<file path="src/rtl/seg_scheduler.sv">
// seg_scheduler: four-digit display scan with frame-aligned
// ownership arbitration between score, timer and message sources.
module seg_scheduler #(
    parameter int SCAN_DIV = 50000,
    parameter int HOLD_CYC = 100000000
) (
    input  logic        clk,
    input  logic        rst_n,
    input  logic [15:0] score,
    input  logic        timer_req,
    input  logic [15:0] timer_data,
    input  logic        msg_req,
    input  logic [15:0] msg_data,
    output logic        timer_gnt,
    output logic        msg_gnt,
    output logic [1:0]  owner,
    output logic [3:0]  seg_index,
    output logic [3:0]  digit
);

    localparam int CW = (SCAN_DIV > 1) ? $clog2(SCAN_DIV) : 1;
    localparam int HW = $clog2(HOLD_CYC + 1);
    localparam logic [CW-1:0] CNT_MAX = CW'(SCAN_DIV - 1);
    localparam logic [HW-1:0] HOLD_LD = HW'(HOLD_CYC);

    typedef enum logic [1:0] {
        OWN_SCORE = 2'd0,
        OWN_TIMER = 2'd1,
        OWN_MSG   = 2'd2
    } own_e;

    own_e          own_q;
    own_e          own_d;
    logic [CW-1:0] cnt;
    logic [1:0]    ptr;
    logic [1:0]    ptr_nxt;
    logic [15:0]   frame_buf;
    logic [15:0]   frame_nxt;
    logic [15:0]   win_data;
    logic          msg_pend;
    logic [HW-1:0] hold;
    logic          reload;
    logic          tick;
    logic          boundary;
    logic [3:0]    seg_nxt;
    logic [3:0]    dig_nxt;

    assign tick     = (cnt == CNT_MAX);
    assign boundary = tick && (ptr == 2'd3);
    assign ptr_nxt  = ptr + 2'd1;
    assign owner    = own_q;

    // Pick the next owner at a frame boundary, first match wins.
    always_comb begin
        own_d    = own_q;
        win_data = frame_buf;
        reload   = 1'b0;
        if (boundary) begin
            if (own_q == OWN_MSG && hold != '0) begin
                own_d    = OWN_MSG;
                win_data = msg_data;
            end else if (msg_req || msg_pend) begin
                own_d    = OWN_MSG;
                win_data = msg_data;
                reload   = (own_q != OWN_MSG);
            end else if (timer_req) begin
                own_d    = OWN_TIMER;
                win_data = timer_data;
            end else begin
                own_d    = OWN_SCORE;
                win_data = score;
            end
        end
    end

    // Select the enable pattern and digit shown after the next tick.
    always_comb begin
        frame_nxt = boundary ? win_data : frame_buf;
        seg_nxt   = 4'b1111;
        dig_nxt   = 4'h0;
        unique case (ptr_nxt)
            2'd0: begin
                seg_nxt = 4'b1110;
                dig_nxt = frame_nxt[3:0];
            end
            2'd1: begin
                seg_nxt = 4'b1101;
                dig_nxt = frame_nxt[7:4];
            end
            2'd2: begin
                seg_nxt = 4'b1011;
                dig_nxt = frame_nxt[11:8];
            end
            2'd3: begin
                seg_nxt = 4'b0111;
                dig_nxt = frame_nxt[15:12];
            end
        endcase
    end

    // Scan divider, digit pointer and the displayed digit.
    always_ff @(posedge clk) begin
        if (!rst_n) begin
            cnt       <= '0;
            ptr       <= 2'd3;
            seg_index <= 4'b1111;
            digit     <= 4'h0;
        end else begin
            cnt <= tick ? '0 : cnt + 1'b1;
            if (tick) begin
                ptr       <= ptr_nxt;
                seg_index <= seg_nxt;
                digit     <= dig_nxt;
            end
        end
    end

    // Ownership, grants and the latched frame contents.
    always_ff @(posedge clk) begin
        if (!rst_n) begin
            own_q     <= OWN_SCORE;
            timer_gnt <= 1'b0;
            msg_gnt   <= 1'b0;
            frame_buf <= score;
        end else begin
            own_q     <= own_d;
            timer_gnt <= (own_d == OWN_TIMER);
            msg_gnt   <= (own_d == OWN_MSG);
            frame_buf <= frame_nxt;
        end
    end

    // Message request latch and minimum-hold counter.
    always_ff @(posedge clk) begin
        if (!rst_n) begin
            msg_pend <= 1'b0;
            hold     <= '0;
        end else begin
            if (boundary && own_d == OWN_MSG)
                msg_pend <= 1'b0;
            else if (msg_req)
                msg_pend <= 1'b1;
            if (reload)
                hold <= HOLD_LD;
            else if (hold != '0)
                hold <= hold - 1'b1;
        end
    end

endmodule
</file>
<file path="config.mk">
export PLATFORM = sky130hd
export DESIGN_NAME = seg_scheduler
export DESIGN_NICKNAME = d
export VERILOG_FILES = /design/src/rtl/seg_scheduler.sv
export SDC_FILE = /design/constraint.sdc
export NUM_CORES = 1
export LEC_CHECK = 0
export BUFFER_PORTS_ARGS = -buffer_cell sky130_fd_sc_hd__buf_2
export CAP_MARGIN = 20
export CORE_MARGIN = 5
export CORE_UTILIZATION = 46
export DETAILED_ROUTE_END_ITERATION = 12
export PLACE_DENSITY = 0.67
export SLEW_MARGIN = 25
export SYNTH_ARGS = -nofsm -noshare
export SYNTH_HDL_FRONTEND = slang
export SYNTH_SLANG_ARGS = --single-unit
</file>
<file path="constraint.sdc">
create_clock -name clk -period 3.3 [get_ports clk]
set_input_delay 0.33 -clock clk [delete_from_list [all_inputs] [get_ports clk]]
set_output_delay 0.33 -clock clk [all_outputs]
set_load 0.05 [all_outputs]
</file>
==> results.sh <==
export IMPL_status="finished, final reports clean"
export IMPL_finalNonFillerCells=631
export IMPL_setup_tns_ps=0
export IMPL_critical_path_arrival_ps=2840
export IMPL_insertion_delay_ps=350
export IMPL_fillCellCount=852
export IMPL_synth_edff_count=0
export IMPL_clock_tree_from_tritoncts="done"
export IMPL_synth_seq_area_share_pct=36.5
export IMPL_critPathMaxStageDelay_ps=530
export IMPL_synth_top_cell_by_area="dfxtp_1"
export IMPL_h_tree_depth=3
export IMPL_timing_final_max_slew_violations=0
export IMPL_fmax_mhz=382
export IMPL_netlist_top_cells_area="dfxtp_1 37%, nor2_1 5.2%, nand2_1 4.8%"
export IMPL_startpoint_type="flip-flop"
export IMPL_via_count=3435
export IMPL_grt_total_usage_pct=17.9
export IMPL_reg2reg_from="hold[9]$_SDFFE_PP0P_"
export IMPL_antenna_found_initial=0
export IMPL_synth_nets=522
export IMPL_max_slew_worst_pin_slew_ps=683
export IMPL_detailed_placer_s_ending_hpwl_um=7040
export IMPL_routabilityCongestion=0.838
export IMPL_cts_repair_timing_setup_buffer_count=0
export IMPL_port_buffer_count=63
export IMPL_clock_sinks=74
export IMPL_share_of_flip_flops_with_an_asynchronous_set_or_reset_pct=0
export IMPL_synth_area_per_cell_um2=8.82
export IMPL_fp_dieArea_um2=10800
export IMPL_first_pass_iters=6
export IMPL_finalCritPeriodShare_pct=79.3
export IMPL_drt_wirelength_per_cell_um=15.2
export IMPL_critical_path_startpoint="hold[9]$_SDFFE_PP0P_"
export IMPL_drtIter0Drc=195
export IMPL_pwr_cell_area_nw_per_um2=738
export IMPL_antenna_left=0
export IMPL_global_route_usage_met1_pct=23.3
export IMPL_seq_area_um2=1480
export IMPL_syn_inst=460
export IMPL_critPathRequiredTime_ps=3530
export IMPL_rsz0062_at_grt="no"
export IMPL_die_width_um=104
export IMPL_placement_setup_worst_slack_ps=698
export IMPL_tritoncts_num_buffers=9
export IMPL_finish_utilization_pct=53.8
export IMPL_max_slew_margin_pct=54.3
export IMPL_route_detailed_drc=0
export IMPL_globalRouteOverflowTotal=0
export IMPL_nets=580
export IMPL_cts_repair_resized=0
export IMPL_clock_skew_ps=11.2
export IMPL_placed_cells=615
export IMPL_ys_dominant_reg_cell="dfxtp_1"
export IMPL_use_met3_pct=3.17
export IMPL_worst_path_cell_trace="or4_1 > buf_4 > nor4_4 > a21o_4 > mux2_1 > a221oi_1 > a21oi_1"
export IMPL_cts_buffer_depth=2
export IMPL_setup_viol=0
export IMPL_start_util_pct=46.8
export IMPL_floorplan_io_pins=64
export IMPL_multi_input_area_um2=2390
export IMPL_pleak_nw=1.96
export IMPL_finalWorstPathRequiredPeriod_ps=2620
export IMPL_cts_reportedPaths_clkPinSlew_ps=90
export IMPL_post_route_cells_drive_above_1_share_pct=22.4
export IMPL_grt_start_max_net_pins=32
export IMPL_via_per_inst=5.44
export IMPL_clock_tree_root="clkbuf_8"
export IMPL_area_growth_synth_to_finish_pct=15.0
export IMPL_post_synth_num_cell_types=59
export IMPL_setup_slack_after_layout_ps=684
export IMPL_post_cts_hold_buffer_count=0
export IMPL_ys_warnings_count=0
export IMPL_fin_total_pwr_mw=3.44
export IMPL_post_synth_instance_area_um2=4060
export IMPL_routed_wl_um=9570
export IMPL_dieHeight_um=104
export IMPL_cpMaxStageDelayCell="or4_1"
export IMPL_hp_class="in2reg"
export IMPL_yosys_register_bits=74
export IMPL_grt_pass1_vias=3425
export IMPL_worst_setup_path_type="reg2reg"
export IMPL_worst_ir_drop_vdd_v=0.000363
export IMPL_rows=34
export IMPL_grt_first_pass_wirelength_um=16400
export IMPL_final_hold_violation_count=0
export IMPL_crit_fanout=23
export IMPL_worst_setup_path_end_kind="flip-flop"
export IMPL_globalRoute_busiestLayer="met2"
export IMPL_synthDominantCellAreaShare_pct=36.5
export IMPL_design_core_area_um2=8680
export IMPL_met2_usage_pct=30.8
export IMPL_max_cap_violations=0
export IMPL_min_from="score[1]"
export IMPL_insertedDiodeCount=0
## routing by layer
layer | share of wire [%] | up-vias | routed length [um]
met1 | 46 | 1588 | 4400
met5 | 0 | - | 0
met2 | 49 | 87 | 4660
met3 | 4.4 | 12 | 422
li1 | - | 1748 | -
met4 | 0.84 | 0 | 80
## cells in the final DEF, fill, tap and decap left out, types with 4 or more instances in the layout
cell      instances
mux2i_1           4
a31oi_1          17
buf_2            63
o21ai_1           6
o21ai_0           7
ha_1             10
mux2_1           11
xor2_1           18
nand2_1          52
mux2_2           12
dfxtp_1          74
nand3_1          17
a222oi_1          4
a211o_1           6
nor3_1            7
nor2_1           56
a211oi_1         13
and2_1            5
xnor2_1          18
clkbuf_8         10
buf_4             8
a21oi_1          13
a21boi_1          8
and3_1            8
inv_1            14
o211ai_1          4
## critical path, delay by kind of cell, from the launching register on
kind,cells,cell delay [ps]
flip-flops,1,360
buffers and inverters,1,220
AND/OR/NAND/NOR,2,810
multiplexers,1,380
AO/OA/AOI/OAI,3,730
## registers in the layout, summed over array words and instances (netlist names)
signal / count
hold: 27
frame_buf: 16
msg_pend: 1
owner: 2
ptr: 2
seg_index: 4
cnt: 16
digit: 4
msg_gnt: 1
timer_gnt: 1
## worst paths after layout
check / end / cells after the start / slack [ps]
max reg2reg: digit[0]$_SDFFE_PN0N_ / 7 / 680
min: frame_buf[1]$_DFF_P_ / 3 / 220
max: digit[0]$_SDFFE_PN0N_ / 7 / 680
min reg2reg: cnt[0]$_SDFF_PP0_ / 1 / 460
## power by group
part,switching (mW),internal (mW),total (mW)
combinational,0.790,0.676,1.47
sequential,0.136,1.05,1.18
clock,0.349,0.448,0.796
## final cells by class
class	instances	share of cell area [%]
inverters	14	1.13
multi-input cells	348	51.3
repair buffers	71	8.04
flip-flops and latches	74	31.7
clock buffers	10	2.95
well taps	108	2.90
clock inverters	6	1.93
## per-stage QoR
stage / hold WS (ps) / area [um^2]
after global placement: 447 / 4440
after global routing: 237 / 4670
after CTS: 212 / 4670
final: 220 / 4670
after floorplan: 426 / 4060
after detailed placement: 455 / 4440
## cells in the mapped netlist, types with 3 or more instances
cell type,n
a211o_1,6
a211oi_1,13
a21boi_1,8
a21oi_1,13
a222oi_1,4
a31oi_1,17
and2_1,5
and3_1,8
buf_2,6
buf_6,5
clkbuf_1,13
dfxtp_1,74
ha_1,10
inv_1,14
mux2_1,11
mux2_2,12
mux2i_1,4
nand2_1,52
nand2b_1,3
nand3_1,17
nand4b_1,3
nor2_1,56
nor2b_1,3
nor3_1,7
nor3_2,3
nor4_1,3
o211ai_1,4
o21ai_0,7
o21ai_1,6
or3_1,3
xnor2_1,18
xor2_1,18
## logic make-up (layout without fill, tap and decap cells)
group | after synthesis | in the layout | synth area share (%)
compound gates | 90 | 90 | 15.9
fa+ha+maj | 10 | 10 | 3.08
xor+xnor | 36 | 36 | 7.77
flops | 74 | 74 | 36.5
simple gates | 184 | 184 | 24.4
buf+inv | 38 | 101 | 4.63
mux | 28 | 28 | 7.74
Power figures use the tool's default switching activity.
